**config.mk**
```make
export PLATFORM = sky130hd
export DESIGN_NAME = morse_sequencer
export DESIGN_NICKNAME = d
export VERILOG_FILES = /design/src/rtl/morse_sequencer_pkg.sv /design/src/rtl/morse_sequencer_unit_timer.sv /design/src/rtl/morse_sequencer.sv
export SDC_FILE = /design/constraint.sdc
export NUM_CORES = 1
export LEC_CHECK = 0
export BUFFER_PORTS_ARGS = -buffer_cell sky130_fd_sc_hd__buf_2
export CAP_MARGIN = 20
export CORE_MARGIN = 4
export CORE_UTILIZATION = 40
export DETAILED_ROUTE_END_ITERATION = 8
export PLACE_DENSITY_LB_ADDON = 0.25
export SETUP_SLACK_MARGIN = 0.15
export SKIP_LAST_GASP = 1
export SLEW_MARGIN = 20
export SYNTH_ARGS = -nofsm -noshare
export SYNTH_HDL_FRONTEND = slang
export SYNTH_SLANG_ARGS = --single-unit
```
**constraint.sdc**
```tcl
create_clock -name clk -period 2.85 [get_ports clk]
set_clock_uncertainty 0.05 [all_clocks]
set_input_delay 0.57 -clock clk [delete_from_list [all_inputs] [get_ports clk]]
set_output_delay 0.57 -clock clk [all_outputs]
set_load 0.03 [all_outputs]
```
**src/rtl/morse_sequencer_pkg.sv**
```systemverilog
// Shared definitions for the Morse keying sequencer: entry fields, unit timing, states, codes.
// No logic of its own; imported by the sequencer, its unit timer and the bench.
// Entry byte: [7:5] element count (0/6/7 = word space), [4:0] elements, bit0 first, 1 = dash.
package morse_sequencer_pkg;

    localparam int ENT_N_HI  = 7;
    localparam int ENT_N_LO  = 5;
    localparam int ENT_EL_HI = 4;
    localparam int ENT_EL_LO = 0;

    // Durations in Morse units
    localparam logic [7:0] DOT_U        = 8'd1;
    localparam logic [7:0] DASH_U       = 8'd3;
    localparam logic [7:0] ELEM_GAP_U   = 8'd1;
    localparam logic [7:0] CHAR_GAP_U   = 8'd3;
    localparam logic [7:0] WORD_EXTRA_U = 8'd4;

    typedef enum logic [2:0] {
        ST_IDLE     = 3'd0,
        ST_LOAD     = 3'd1,
        ST_MARK     = 3'd2,
        ST_SPACE    = 3'd3,
        ST_CHAR_GAP = 3'd4,
        ST_WORD_GAP = 3'd5,
        ST_MSG_GAP  = 3'd6
    } state_t;

    localparam logic [7:0] CODE_E     = 8'h20;
    localparam logic [7:0] CODE_T     = 8'h21;
    localparam logic [7:0] CODE_A     = 8'h42;
    localparam logic [7:0] CODE_C     = 8'h85;
    localparam logic [7:0] CODE_Q     = 8'h8B;
    localparam logic [7:0] CODE_SPACE = 8'h00;

    // Element counts 1..5 are real characters; everything else is keyed as a word space
    function automatic logic is_char(input logic [2:0] n);
        return (n >= 3'd1) && (n <= 3'd5);
    endfunction

endpackage

```
**src/rtl/morse_sequencer_unit_timer.sv**
```systemverilog
// Unit timer: prescaler of DOT_DIV cycles per unit plus an 8-bit unit down-counter.
// load restarts both; done is high in the last cycle of a units*DOT_DIV interval.
// No backpressure; free-running between loads.
module morse_unit_timer #(
    parameter int DOT_DIV = 4194304
) (
    input  logic       clk,
    input  logic       rst,
    input  logic       load,
    input  logic [7:0] units,
    output logic       done
);

    localparam int PRE_W = (DOT_DIV > 2) ? $clog2(DOT_DIV) : 1;
    localparam logic [PRE_W-1:0] PRE_LAST = PRE_W'(DOT_DIV - 1);

    logic [PRE_W-1:0] presc_q, presc_d;
    logic [7:0]       cnt_q, cnt_d;
    logic             tick;

    // Next prescaler and unit count; a load always wins so every state starts from zero
    always_comb begin
        tick    = (presc_q == PRE_LAST);
        presc_d = tick ? '0 : presc_q + 1'b1;
        cnt_d   = (tick && (cnt_q != 8'd0)) ? cnt_q - 8'd1 : cnt_q;
        if (load) begin
            presc_d = '0;
            cnt_d   = units;
        end
        done = tick && (cnt_q == 8'd1);
    end

    // Timer registers
    always_ff @(posedge clk or posedge rst) begin
        if (rst) begin
            presc_q <= '0;
            cnt_q   <= 8'd0;
        end else begin
            presc_q <= presc_d;
            cnt_q   <= cnt_d;
        end
    end

endmodule

```
**src/rtl/morse_sequencer.sv**
```systemverilog
// Steps through a packed Morse message table and drives the registered CW key line.
// key rises the cycle after LOAD; every timed state lasts units*DOT_DIV cycles.
// en is honoured only at character boundaries and at the end of the message gap.
module morse_sequencer
    import morse_sequencer_pkg::*;
#(
    parameter int                    DOT_DIV    = 4194304,
    parameter int                    MSG_LEN    = 3,
    parameter int                    IDX_W      = 2,
    parameter logic [8*MSG_LEN-1:0]  MSG        = 24'h00_8B_85,
    parameter int                    REPEAT_GAP = 7
) (
    input  logic             clk,
    input  logic             rst,
    input  logic             en,
    output logic             key,
    output logic             busy,
    output logic             char_strobe,
    output logic             msg_done,
    output logic [IDX_W-1:0] char_idx
);

    localparam logic [IDX_W-1:0] LAST_IDX = IDX_W'(MSG_LEN - 1);

    state_t           state_q, state_d;
    logic [IDX_W-1:0] char_idx_q, char_idx_d;
    logic [4:0]       elems_q, elems_d;
    logic [2:0]       remain_q, remain_d;
    logic             key_q, key_d;
    logic             busy_q, busy_d;
    logic             strobe_q, strobe_d;
    logic             done_q, done_d;

    logic [7:0] entry;
    logic [7:0] units;
    logic       tmr_load;
    logic       tmr_done;

    morse_unit_timer #(
        .DOT_DIV (DOT_DIV)
    ) u_timer (
        .clk   (clk),
        .rst   (rst),
        .load  (tmr_load),
        .units (units),
        .done  (tmr_done)
    );

    // Next-state, element bookkeeping, table mux and next output values
    always_comb begin
        state_d    = state_q;
        char_idx_d = char_idx_q;
        elems_d    = elems_q;
        remain_d   = remain_q;
        units      = DOT_U;

        case (state_q)
            ST_IDLE: begin
                char_idx_d = '0;
                if (en) state_d = ST_LOAD;
            end
            ST_LOAD: begin
                if (is_char(remain_q)) begin
                    state_d = ST_MARK;
                    units   = elems_q[0] ? DASH_U : DOT_U;
                end else begin
                    state_d = ST_WORD_GAP;
                    units   = WORD_EXTRA_U;
                end
            end
            ST_MARK: begin
                if (tmr_done) begin
                    elems_d  = elems_q >> 1;
                    remain_d = remain_q - 3'd1;
                    if (remain_q > 3'd1) begin
                        state_d = ST_SPACE;
                        units   = ELEM_GAP_U;
                    end else begin
                        state_d = ST_CHAR_GAP;
                        units   = CHAR_GAP_U;
                    end
                end
            end
            ST_SPACE: begin
                if (tmr_done) begin
                    state_d = ST_MARK;
                    units   = elems_q[0] ? DASH_U : DOT_U;
                end
            end
            ST_CHAR_GAP, ST_WORD_GAP: begin
                if (tmr_done) begin
                    if (char_idx_q == LAST_IDX) begin
                        state_d    = ST_MSG_GAP;
                        char_idx_d = '0;
                        units      = 8'(REPEAT_GAP);
                    end else if (!en) begin
                        state_d    = ST_IDLE;
                        char_idx_d = '0;
                    end else begin
                        state_d    = ST_LOAD;
                        char_idx_d = char_idx_q + 1'b1;
                    end
                end
            end
            ST_MSG_GAP: begin
                if (tmr_done) state_d = en ? ST_LOAD : ST_IDLE;
            end
            default: begin
                state_d    = ST_IDLE;
                char_idx_d = '0;
            end
        endcase

        // Table entry for the index the FSM is about to hold
        entry = 8'h00;
        for (int i = 0; i < MSG_LEN; i++) begin
            if (char_idx_d == IDX_W'(i)) entry = MSG[8*i +: 8];
        end

        // Entry is captured on the way into LOAD so LOAD can branch on it
        if ((state_d == ST_LOAD) && (state_q != ST_LOAD)) begin
            elems_d  = entry[ENT_EL_HI:ENT_EL_LO];
            remain_d = entry[ENT_N_HI:ENT_N_LO];
        end

        tmr_load = (state_d != state_q);
        key_d    = (state_d == ST_MARK);
        busy_d   = (state_d != ST_IDLE);
        strobe_d = (state_d == ST_LOAD) && is_char(entry[ENT_N_HI:ENT_N_LO]);
        done_d   = (state_d == ST_MSG_GAP) && (state_q != ST_MSG_GAP);
    end

    // FSM state and registered outputs; reset drops key without waiting for a clock
    always_ff @(posedge clk or posedge rst) begin
        if (rst) begin
            state_q    <= ST_IDLE;
            char_idx_q <= '0;
            elems_q    <= 5'd0;
            remain_q   <= 3'd0;
            key_q      <= 1'b0;
            busy_q     <= 1'b0;
            strobe_q   <= 1'b0;
            done_q     <= 1'b0;
        end else begin
            state_q    <= state_d;
            char_idx_q <= char_idx_d;
            elems_q    <= elems_d;
            remain_q   <= remain_d;
            key_q      <= key_d;
            busy_q     <= busy_d;
            strobe_q   <= strobe_d;
            done_q     <= done_d;
        end
    end

    assign key         = key_q;
    assign busy        = busy_q;
    assign char_strobe = strobe_q;
    assign msg_done    = done_q;
    assign char_idx    = char_idx_q;

endmodule

```
==> After elaboration in Yosys (flattened, before gate mapping) <==
Index checks and enable logic that the tools add are counted.
{ "totals": {"regBits": 47, "latch_bits": 0, "mem_bits_rw": 0, "rom_bits": 0, "in_bits": 3, "out_inout_bits": 6, "elab_cells": 88, "mem_count": 0} }
{ "op_classes": {"add_sub_neg": 4, "mul": 0, "div_mod_pow": 0, "n_lt_le_gt_ge": 5, "eq_ne": 17, "shifts": 0, "mux": 35, "bitwise_logic": 0, "n_reduce_logical": 17} }
{ "ops": {"columns": ["operator", "count"], "rows": [
  ["22-bit 2-to-1 mux", 2],
  ["3-bit 2-to-1 mux", 14],
  ["8-bit 2-to-1 mux", 5],
  ["22-bit by 1-bit adder with 22-bit output, second input constant", 1],
  ["22-bit equality test, second input constant", 1],
  ["3-bit one-hot mux with 6 select lines", 1],
  ["5-bit 2-to-1 mux", 3],
  ["2-bit 2-to-1 mux", 7],
  ["3-bit equality test, second input constant", 4],
  ["3-bit one-hot mux with 4 select lines", 1],
  ["3-bit by 2-bit equality test with 1-bit output, second input constant", 3],
  ["8-bit by 1-bit equality test with 1-bit output, second input constant", 1],
  ["8-bit nonzero test", 1],
  ["8-bit by 1-bit subtractor with 8-bit output, second input constant", 1],
  ["1-bit logical AND", 7],
  ["3-bit by 1-bit equality test with 1-bit output, second input constant", 2],
  ["3-bit by 1-bit >= comparator with 1-bit output, second input constant", 2],
  ["3-bit less-or-equal comparator, second input constant", 2],
  ["2-bit nonzero test", 3],
  ["2-bit equality test, second input constant", 2],
  ["2-bit one-hot mux with 2 select lines", 1],
  ["4-bit OR reduction", 1],
  ["3-bit by 1-bit greater-than comparator with 1-bit output, second input constant", 1],
  ["3-bit zero test", 1],
  ["11 further kinds", 11]
]} }

==> Logic depth before layout (Yosys ltp) <==
Gate-level depths: netlist (run 1).
{ "logic_depth": {"ltp_word": 12, "depth_mapped": 12, "ltp_nobuf": 9} }

==> Modules after synthesis <==
A second synthesis (run 1) with hierarchy kept.
{ "unflattened": {"hier_cells": 310, "area_unflattened_um2": 2891.5} }
{ "by_module_without_submodules": {"columns": ["mod", "n_inst", "cells_each", "area_each_um2", "seq_area_each_um2"], "rows": [
  ["morse_unit_timer", 1, 186, 1699.1, 750.7],
  ["morse_sequencer", 1, 124, 1192.4, 400.4]
]} }

==> Least setup slack after synthesis (run 1) <==
OpenSTA, ideal clock, no wires.
{ "synth_path": {"path_type": "reg-to-reg", "startpoint": "reg u_timer.cnt_q[1]", "endpoint": "reg u_timer.presc_q[11]", "setup_ns": 0.083, "arrival_ns": 2.420, "required_time_ns": 2.717, "slack_ns": 0.297, "stages_incl_launch_ff": 12, "n_path_buf": 3, "synth_period_minus_slack_ns": 2.553, "cell_sequence": "dfrtp_1 -> inv_1 -> ha_1 -> nor4b_1 -> and4_1 -> buf_2 -> a21oi_1 -> a211o_1 -> a2111o_1 -> buf_6 -> buf_12 -> nor3_2"} }
{ "synth_between": {"elab_chain_len": 6, "word_cells_on_any_way": 9, "classes_between": "eq/ne: 2; mux: 6; reduce/logical: 1"} }
{ "synth_lines": {"columns": ["element", "line", "source"], "rows": [
  ["start, declared", "morse_sequencer_unit_timer.sv:18", "logic [7:0] cnt_q, cnt_d;"],
  ["start signal, assigned", "morse_sequencer_unit_timer.sv:40", "cnt_q <= cnt_d;"],
  ["8-bit by 1-bit equality test with 1-bit output (*)", "morse_sequencer_unit_timer.sv:30", "done = tick && (cnt_q == 8'd1);"],
  ["1-bit logical AND (*)", "morse_sequencer_unit_timer.sv:30", null],
  ["3-bit 2-to-1 mux (on tied branches)", null, null],
  ["3-bit one-hot mux with 6 select lines (*)", "morse_sequencer.sv:57", "case (state_q)"],
  ["3-bit inequality test (*)", "morse_sequencer.sv:126", "tmr_load = (state_d != state_q);"],
  ["22-bit 2-to-1 mux (*)", "morse_sequencer_unit_timer.sv:26", "if (load) begin"],
  ["net u_timer.presc_d[11]", "morse_sequencer_unit_timer.sv:17", "logic [PRE_W-1:0] presc_q, presc_d;"],
  ["end signal, assigned", "morse_sequencer_unit_timer.sv:39", "presc_q <= presc_d;"],
  ["end, declared", "morse_sequencer_unit_timer.sv:17", null]
]} }
Mark *: on every way through the listed nets, which the timed path passes. The rest lies on a longest branch.
A chain may end at the register's enable or synchronous reset.

==> Final worst setup path (run 1) <==
{ "layout_path": {"startpoint": "reg u_timer.presc_q[0]", "endpoint": "reg u_timer.presc_q[2]"} }
{ "layout_between": {"elab_chain_len": 6, "word_cells_on_any_way": 11, "classes_between": "add/sub: 1; eq/ne: 2; mux: 7; reduce/logical: 1"} }
{ "layout_lines": {"columns": ["element", "line", "source"], "rows": [
  ["22-bit equality test", "morse_sequencer_unit_timer.sv:23", "tick = (presc_q == PRE_LAST);"],
  ["1-bit logical AND", "morse_sequencer_unit_timer.sv:30", null],
  ["3-bit 2-to-1 mux (on tied branches)", null, null],
  ["3-bit one-hot mux with 6 select lines", "morse_sequencer.sv:57", null],
  ["3-bit inequality test", "morse_sequencer.sv:126", null],
  ["22-bit 2-to-1 mux (*)", "morse_sequencer_unit_timer.sv:26", null],
  ["net u_timer.presc_d[2]", "morse_sequencer_unit_timer.sv:17", null]
]} }
Marked as above.

==> key figures, run 1 <==
Route
  • Vias: 2,143
  • Final wirelength: 5792 microns
  • DR WL/cell: 14.81 microns
  • First drt pass iteration count: 4
  • Post-route ant nets: 0
  • Via density: 5.481
  • Post-route DRC: 0
  • DRT iter0 DRCs: 162

Logic synthesis
  • Synthesis Warnings: 0
  • Post-Synth Adder-Cell Area: 3.226%
  • Synthesized Nets: 297
  • Main combinational cell family by area after synthesis: simple AND/OR/NAND/NOR gates
  • Synthesized area: between 0.002 and 0.003 sq mm
  • Distinct cell type count after synthesis: 53
  • Post-synth EDFFs: 0
  • Top_reg_cell synth: dfrtp_1
  • Mean Syn Cell Area: about 9.5 sq um
  • Sequential area share after synthesis: 42.40%
  • Async set-reset flop share out of synthesis: between 90% and 100%
  • Synth Area in Compound Gates: 9.908%
  • Synth Register Bits: 46
  • Synth Area in Simple Gates: 29.12%
  • XOR/XNOR share of the synthesized area: 9.032%
  • Post-synthesis mux area share: 1.521%
  • Mapped Cells: around 290

Critical path
  • Crit path max fanout: 28
  • Slowest stage delay, CP: 0.62 ns
  • Critical Path RT: 3.02 ns
  • Slowest cell on crit path: or4_4
  • Cell breakdown of the critical path: ha_4, nand4_1, or4_4, nor3_4, nor4_2, a2111o_1, buf_12, nor3_1
  • Setup crit end kind: flip-flop
  • Setup crit start kind: flip-flop
  • Top Family by Delay on Critical Path: simple AND/OR/NAND/NOR gates
  • Buf+Inv Stages, Crit Path: 1
  • Crit path DAT: 2.76 ns
  • Kind of critical path: reg -> reg

Finish
  • Diodes inserted: 0
  • Post-route cell area: 0.003118 sq mm
  • Layout cells sized above 1: about a fifth
  • Area Overhead vs Synth: 14.84%
  • Nets: 323

Floorplan
  • Core ar.: 0.006459 sq mm
  • Std cell rows: 29
  • Die W: roughly 90 microns
  • Io pins: 9
  • Initial Utilization: 42.04%
  • Die area: 0.008169 sq mm
  • Die H: 90.39 microns

STA
  • Final hold vios: 0
  • Ratio of final minimum period to clock period: 90.79%
  • Final setup vio count: 0
  • Slew headroom: 54.82%
  • RSZ-0062 raised after global routing: false
  • Final min period: 2.587 ns
  • Max Freq: 386.5 MHz
  • Final-report max-slew violation count: 0
  • Worst-Margin Slew: 0.6689 ns
  • Setup_tns: 0 ns

Pwr
  • Flop pwr share: 39.4%
  • NetSw: 0.7587 mW
  • Clock Power Share: 23.6%
  • Comb pwr share: 36.9%
  • Max VDD drop: ~0.00043 V
  • LEAKAGE: 1.373 nW
  • P per Cell Area: 664.4 mW/mm^2
  • Cell Int Power: 1.313 mW
  • Switching Share: between 30% and 40%

Worst hold path
  • Worst min path class: in -> async

Clocking
  • Root buf cell: clkbuf_8
  • TritonCTS clock tree: built
  • Inserted Clock Buffers: 5
  • Worst-path clk slew: 0.09 ns
  • Htree depth: 2
  • Clk Latency, worst-skew pair: 0.30 ns
  • Sink Count: 46
  • Clock Path Buffers: 2

Placement
  • Routability congestion estimate: 0.8093
  • Placed Area: 0.002919 sq mm
  • IO Port Bufs: 8
  • DPL Wire Length: 4074 microns

GRT
  • Gr ovfl total: 0
  • Antenna violations before repair: 0
  • First-pass GRT wire length: 9942 microns
  • GRT Resource Usage Total: between 10% and 20%
  • Vias in the first global route: 2,032
  • Largest net degree at the start of global routing: 32

Run status
  • Status: finished clean

Flow run
  • Max-Cap Viols: 0
## worst register-to-register path: stages, from the launching register on
cell and delay [ns]:
dfrtp_2 0.42, ha_4 0.17, nand4_1 0.15, or4_4 0.62
nor3_4 0.20, nor4_2 0.09, a2111o_1 0.42, buf_12 0.18
nor3_1 0.21
## synth_stat cells, drive strengths merged, types with 2 or more instances
| cell | count | area [sq um] |
|---|---|---|
| dfrtp | 46 | 1151 |
| nor3 | 28 | 190.2 |
| nor2 | 25 | 93.84 |
| nand2 | 23 | 86.33 |
| xor2 | 17 | 148.9 |
| inv | 15 | 56.30 |
| nand3 | 15 | 75.07 |
| a21oi | 13 | 65.06 |
| xnor2 | 11 | 96.34 |
| nand4 | 10 | 77.57 |
| clkbuf | 7 | 26.28 |
| ha | 7 | 87.58 |
| o21ai | 7 | 35.03 |
| nor4 | 5 | 43.79 |
| and2 | 4 | 25.03 |
| buf | 4 | 47.54 |
| or3 | 4 | 25.02 |
| and3 | 3 | 18.77 |
| and4 | 3 | 26.28 |
| mux2i | 3 | 30.03 |
| nand2b | 3 | 18.77 |
| nor4b | 3 | 32.53 |
| a211o | 2 | 17.52 |
| a21o | 2 | 15.01 |
| a31oi | 2 | 12.51 |
| nor2b | 2 | 12.51 |
| nor3b | 2 | 20.02 |
| o22ai | 2 | 12.51 |
| o31a | 2 | 17.52 |
| o31ai | 2 | 15.01 |
| or4 | 2 | 18.77 |
## through the flow
step           cells  worst slack (ns)  hold WS [ns]  power [mW]  util [%]
2_1_floorplan    287            0.2972        0.4289       1.394         -
3_3_place_gp     377            0.1714        0.4627       1.534     45.20
3_5_place_dp     377            0.2192        0.4675       1.534     45.20
4_1_cts          385            0.1616        0.1662       2.032     46.90
5_1_grt          391            0.1278        0.1823       2.213     48.28
6_report         391            0.2626        0.1658       2.072     48.28
## power groups by stage
stage	combinational [mW]	clock (mW)	sequential (mW)
4_1_cts	0.716	0.506	0.810
3_5_place_dp	0.714	0	0.820
5_1_grt	0.853	0.532	0.828
3_3_place_gp	0.712	0	0.822
6_report	0.765	0.489	0.817
2_1_floorplan	0.564	0	0.830
## metal layers
layer	up-vias	global-route usage [%]	wire length, microns
met3	5	2.917	188
met1	1020	21.69	2927
met2	38	21.16	2618
li1	1080	-	-
met4	0	4.082	59
met5	-	0	0
## cell type report
type                            instances  area [sq um]
Fill cell                             608          3341
Sequential cell                        46          1152
Clock buffer                            6         72.57
Tap cell                               77         96.34
Clock inverter                          2         37.54
Multi-Input combinational cell        215          1485
Timing Repair Buffer                   30         217.7
Inverter                               15         56.30
## cells by family after synthesis
kind of cell / Yosys count
compound gates: 41
xor+xnor: 28
fa+ha+maj: 7
buf+inv: 26
flops: 46
mux: 4
simple gates: 135
## path summary, 6_finish.rpt
check | slack, ns | endpoint | cells after the start | startpoint
worst max-delay path | 0.26 | u_timer.presc_q[2] | 8 | u_timer.presc_q[0]
worst min-delay path | 0.17 | elems_q[2] | 2 | rst
worst max register to register | 0.26 | u_timer.presc_q[2] | 8 | u_timer.presc_q[0]
worst min register to register | 0.50 | elems_q[3] | 2 | elems_q[3]
max in group asynchronous | 1.83 | u_timer.presc_q[0] | 3 | rst
min in group clk | 0.50 | elems_q[3] | 2 | elems_q[3]
## timing repair
item                       CTS  global route
gates resized for setup      0             9
hold buffers                 0             0
setup buffers                0             6
setup endpoints to repair    0            32
## registers in the layout, indices dropped and copies added (netlist names)
| register | cells |
|---|---|
| state_q | 3 |
| u_timer.presc_q | 22 |
| char_strobe | 1 |
| char_idx | 2 |
| busy | 1 |
| u_timer.cnt_q | 8 |
| key | 1 |
| remain_q | 3 |
| msg_done | 1 |
| elems_q | 4 |
## placed cells by master, fill, tap and decap left out, types with 2 or more instances in the layout
| master | Yosys | final |
|---|---|---|
| dfrtp_1 | 46 | 45 |
| nand2_1 | 23 | 23 |
| nor3_2 | 10 | 11 |
| o31a_1 | 2 | 2 |
| or3_1 | 4 | 4 |
| ha_1 | 7 | 6 |
| and3_1 | 3 | 3 |
| xor2_1 | 17 | 17 |
| nor4_2 | 2 | 3 |
| a211o_1 | 2 | 2 |
| nor4_1 | 3 | 2 |
| nor2_1 | 25 | 25 |
| a31oi_1 | 2 | 2 |
| clkbuf_8 | 0 | 5 |
| nand3_1 | 15 | 15 |
| buf_4 | 0 | 21 |
| and4_1 | 3 | 3 |
| nand2b_1 | 3 | 3 |
| buf_2 | 1 | 8 |
| xnor2_1 | 11 | 11 |
| and2_1 | 3 | 3 |
| a21o_1 | 2 | 2 |
| nand4_1 | 9 | 9 |
| nor3_1 | 18 | 16 |
| inv_1 | 15 | 14 |
| o22ai_1 | 2 | 2 |
| a21oi_1 | 13 | 13 |
| o21ai_0 | 7 | 7 |
| mux2i_1 | 3 | 3 |
| nor2b_1 | 2 | 2 |
| o31ai_1 | 2 | 2 |
(Power assumes the default switching activity.)
==> inputs of run 2 (changes only) <==
--- a/config.mk
+++ b/config.mk
@@ -5,6 +5,7 @@
 export SDC_FILE = /design/constraint.sdc
 export NUM_CORES = 1
 export LEC_CHECK = 0
+export ABC_AREA = 1
 export BUFFER_PORTS_ARGS = -buffer_cell sky130_fd_sc_hd__buf_2
 export CAP_MARGIN = 20
 export CORE_MARGIN = 4
==> key figures, run 2 <==
Run status
  • Status: finished clean (unchanged)

Logic synthesis
  • Post-synth top area cell: dfrtp_1 (unchanged)
  • Synthesized area: 0.002899 sq mm (was 0.002715 sq mm)
  • Async set-reset flop share out of synthesis: 100.0% (unchanged)
  • Post-synth top cells: nand2_1, dfrtp_1, nor2_1, inv_1, nor2_4 (was dfrtp_1, nor2_1, nand2_1, nor3_1, xor2_1)
  • Top cells by area, synth: dfrtp_1, nand2_1, nor2_4 (was dfrtp_1, xor2_1, nor3_2)
  • Sequential area share after synthesis: 39.71% (was 42.40%)
  • Post-synth EDFFs: 0 (unchanged)
  • Most common cell in the netlist: nand2_1 (was dfrtp_1)
  • Mean Syn Cell Area: 8.502 sq um (was 9.460 sq um)
  • Synth Register Bits: 46 (unchanged)
  • Mapped Cells: 341 (was 287)
  • Synthesis Warnings: 0 (unchanged)
  • Top_reg_cell synth: dfrtp_1 (unchanged)
  • Synthesized Nets: 351 (was 297)
  • Distinct cell type count after synthesis: 30 (was 53)
  • Yosys top cell area share: 39.71% (was 42.40%)

Clocking
  • Clock Path Buffers: 2 (unchanged)
  • TritonCTS clock tree: built (unchanged)
  • Root buf cell: clkbuf_8 (unchanged)
  • Htree depth: 2 (unchanged)
  • Post-CTS Setup Inserts: 0 (unchanged)
  • Clk Latency, worst-skew pair: 0.30 ns (about the same)
  • Worst-path clk slew: 0.09 ns (about the same)
  • Sink Count: 46 (unchanged)
  • Inserted Clock Buffers: 5 (unchanged)

Critical path
  • Capturing point of the worst reg2reg path: u_timer.presc_q[21] (was u_timer.presc_q[2])
  • Slowest cell on crit path: dfrtp_1 (was or4_4)
  • Worst r2r src: u_timer.presc_q[0] (unchanged)
  • Setup crit start kind: flip-flop (unchanged)
  • Slowest stage delay, CP: 0.41 ns (was 0.62 ns)
  • Most common cell on crit path: nand2_1
  • Critical Path RT: 3.02 ns (about the same)
  • Top Family by Delay on Critical Path: simple AND/OR/NAND/NOR gates (unchanged)
  • Cell breakdown of the critical path: ha_1, nand2_1, nor2_4, nand2_4, nor2_2, nand3_1, nand2_1, nand3_1, nand2_1, nand2_2, nor2_8, nand3_4, nor2_1 (was ha_4, nand4_1, or4_4, nor3_4, nor4_2, a2111o_1, buf_12, nor3_1)
  • R2R setup slack: 0.33 ns (was 0.26 ns)
  • Crit path DAT: 2.69 ns (was 2.76 ns)
  • Worst reg2reg path depth: 13 (was 8)
  • Crit path max fanout: 11 (was 28)
  • Setup crit end kind: flip-flop (unchanged)
  • Kind of critical path: reg -> reg (unchanged)
  • Buf+Inv Stages, Crit Path: 0 (was 1)

Floorplan
  • Io pins: 9 (unchanged)
  • Core ar.: 0.006907 sq mm (was 0.006459 sq mm)
  • Die W: 93.13 microns (was 90.39 microns)
  • Initial Utilization: 41.97% (was 42.04%)
  • Die area: 0.008673 sq mm (was 0.008169 sq mm)
  • Die H: 93.13 microns (was 90.39 microns)
  • Std cell rows: 30 (was 29)

Pwr
  • Flop pwr share: 32.7% (was 39.4%)
  • Cell Int Power: 1.339 mW (was 1.313 mW)
  • Comb pwr share: 48.4% (was 36.9%)
  • P per Cell Area: 802.4 mW/mm^2 (was 664.4 mW/mm^2)
  • NetSw: 1.196 mW (was 0.7587 mW)
  • Max VDD drop: 0.0008162 V (was 0.0004256 V)
  • Total Power: 2.535 mW (was 2.072 mW)
  • Switching Share: 47.17% (was 36.62%)
  • LEAKAGE: 1.395 nW (was 1.373 nW)
  • Clock Power Share: 19.0% (was 23.6%)

Route
  • DRT iter0 DRCs: 55 (was 162)
  • First drt pass iteration count: 4 (unchanged)
  • Via density: 4.720 (was 5.481)
  • Vias: 2,143 (unchanged)
  • Post-route ant nets: 0 (unchanged)
  • Post-route DRC: 0 (unchanged)
  • Final wirelength: 5279 microns (was 5792 microns)
  • DR WL/cell: 11.63 microns (was 14.81 microns)

GRT
  • GRT Resource Usage Total: 13.27% (was 14.52%)
  • Antenna violations before repair: 0 (unchanged)
  • Vias in the first global route: 2,050 (was 2,032)
  • GR Util met3: 2.735% (was 2.917%)
  • Largest net degree at the start of global routing: 21 (was 32)
  • Gr ovfl total: 0 (unchanged)
  • First-pass GRT wire length: 9377 microns (was 9942 microns)
  • GR Layer Usage met2: 21.24% (was 21.16%)
  • Routing usage on met1: 18.33% (was 21.69%)
  • GRT busiest layer: met2 (was met1)

Finish
  • Nets: 367 (was 323)
  • Post-route cell area: 0.003159 sq mm (was 0.003118 sq mm)
  • Top flop regs: u_timer.presc_q: 22 flops, u_timer.cnt_q: 8 flops, elems_q: 4 flops (unchanged)
  • Diodes inserted: 0 (unchanged)
  • Layout cells sized above 1: 20.67% (was 20.06%)
  • Largest reg by FF count: u_timer.presc_q (unchanged)
  • Area Overhead vs Synth: 8.977% (was 14.84%)
  • Leading cell types in the layout, fill and taps excluded: nand2_1, dfrtp_1, nor2_1 (was dfrtp_1, nor2_1, nand2_1)
  • Largest register FFs: 22 (unchanged)
  • Commonest non-fill, non-tap cell in the layout: nand2_1 (was dfrtp_1)

STA
  • RSZ-0062 raised after global routing: true (was false)
  • Ratio of final minimum period to clock period: 88.41% (was 90.79%)
  • Slew headroom: 73.21% (was 54.82%)
  • Max Freq: 396.9 MHz (was 386.5 MHz)
  • Final setup vio count: 0 (unchanged)
  • Final min period: 2.520 ns (was 2.587 ns)
  • Setup_tns: 0 ns (unchanged)
  • Final hold vios: 0 (unchanged)
  • Final-report max-slew violation count: 0 (unchanged)
  • Worst-Margin Slew: 0.3988 ns (was 0.6689 ns)

Placement
  • IO Port Bufs: 8 (unchanged)
  • DPL Wire Length: 3982 microns (was 4074 microns)
  • Placed Area: 0.003042 sq mm (was 0.002919 sq mm)
  • Routability congestion estimate: 0.8688 (was 0.8093)

Worst hold path
  • Worst min path class: in -> async (unchanged)

Flow run
  • Max-Cap Viols: 0 (unchanged)
## run 2: cell count changes after synthesis, sizes merged, moves of 5 or more
cell,previous run,this run
nand2,23,86
nor2,25,72
o21ai,7,14
inv,15,39
nor3,28,7
xnor2,11,4
a21oi,13,8
clkbuf,7,0
## run 2: worst max path at each step
stage	start	end	slack, ns	cells past startpoint
floorplan	u_timer.presc_q[0]	u_timer.presc_q[18]	0.73	15
global placement	u_timer.presc_q[0]	u_timer.cnt_q[1]	0.38	16
detailed placement	u_timer.presc_q[0]	u_timer.cnt_q[1]	0.33	16
CTS	u_timer.presc_q[0]	u_timer.cnt_q[1]	0.31	16
global route	u_timer.presc_q[0]	u_timer.presc_q[21]	0.12	13
finish	u_timer.presc_q[0]	u_timer.presc_q[21]	0.33	13
## run 2: power groups by stage
stage	Combinational (mW)	Clock [mW]	Sequential [mW]
final	1.23	0.481	0.828
after global routing	1.38	0.523	0.842
after CTS	1.22	0.497	0.829
after detailed placement	1.21	0	0.841
after global placement	1.20	0	0.841
after floorplan	1.10	0	0.845
## run 2: cells by family (layout without fill, tap and decap cells)
kind of cell    count (synthesis)  count (layout)  share of synthesized area (%)
compound gates                 28              28                          5.222
xor+xnor                       22              22                          6.646
fa+ha+maj                       7               7                          3.021
buf+inv                        41              58                          6.431
flops                          46              46                          39.71
simple gates                  197             197                          38.97
## run 2: final cells by class
| class | instances | area (sq um) |
|---|---|---|
| inverters | 39 | 146.4 |
| clock inverters | 3 | 40.04 |
| repair buffers | 11 | 62.56 |
| multi-input cells | 254 | 1570 |
| fillers | 696 | 3747 |
| well taps | 96 | 120.1 |
| clock buffers | 5 | 68.82 |
| flip-flops and latches | 46 | 1151 |
## run 2: repair_timing
item / 4_1_cts / 5_1_grt
resized for setup: 0 / 1
hold buffers: 0 / 0
setup endpoints to repair: 0 / 3
## run 2: metal layers
metal | part of all wire (%) | vias up
met1 | 50 | 1007
met5 | 0 | -
met2 | 47 | 22
met3 | 2.5 | 5
met4 | 0.80 | 0
li1 | - | 1109
## run 2: per-stage QoR
step | setup slack [ns] | std cells | utilization (%) | hold WS [ns]
6_report | 0.3304 | 454 | 45.74 | 0.1636
5_1_grt | 0.1215 | 454 | 45.74 | 0.1775
4_1_cts | 0.3056 | 454 | 45.62 | 0.1674
3_5_place_dp | 0.3262 | 446 | 44.04 | 0.4188
3_3_place_gp | 0.3765 | 446 | 44.04 | 0.4155
2_1_floorplan | 0.7254 | 341 | - | 0.3939
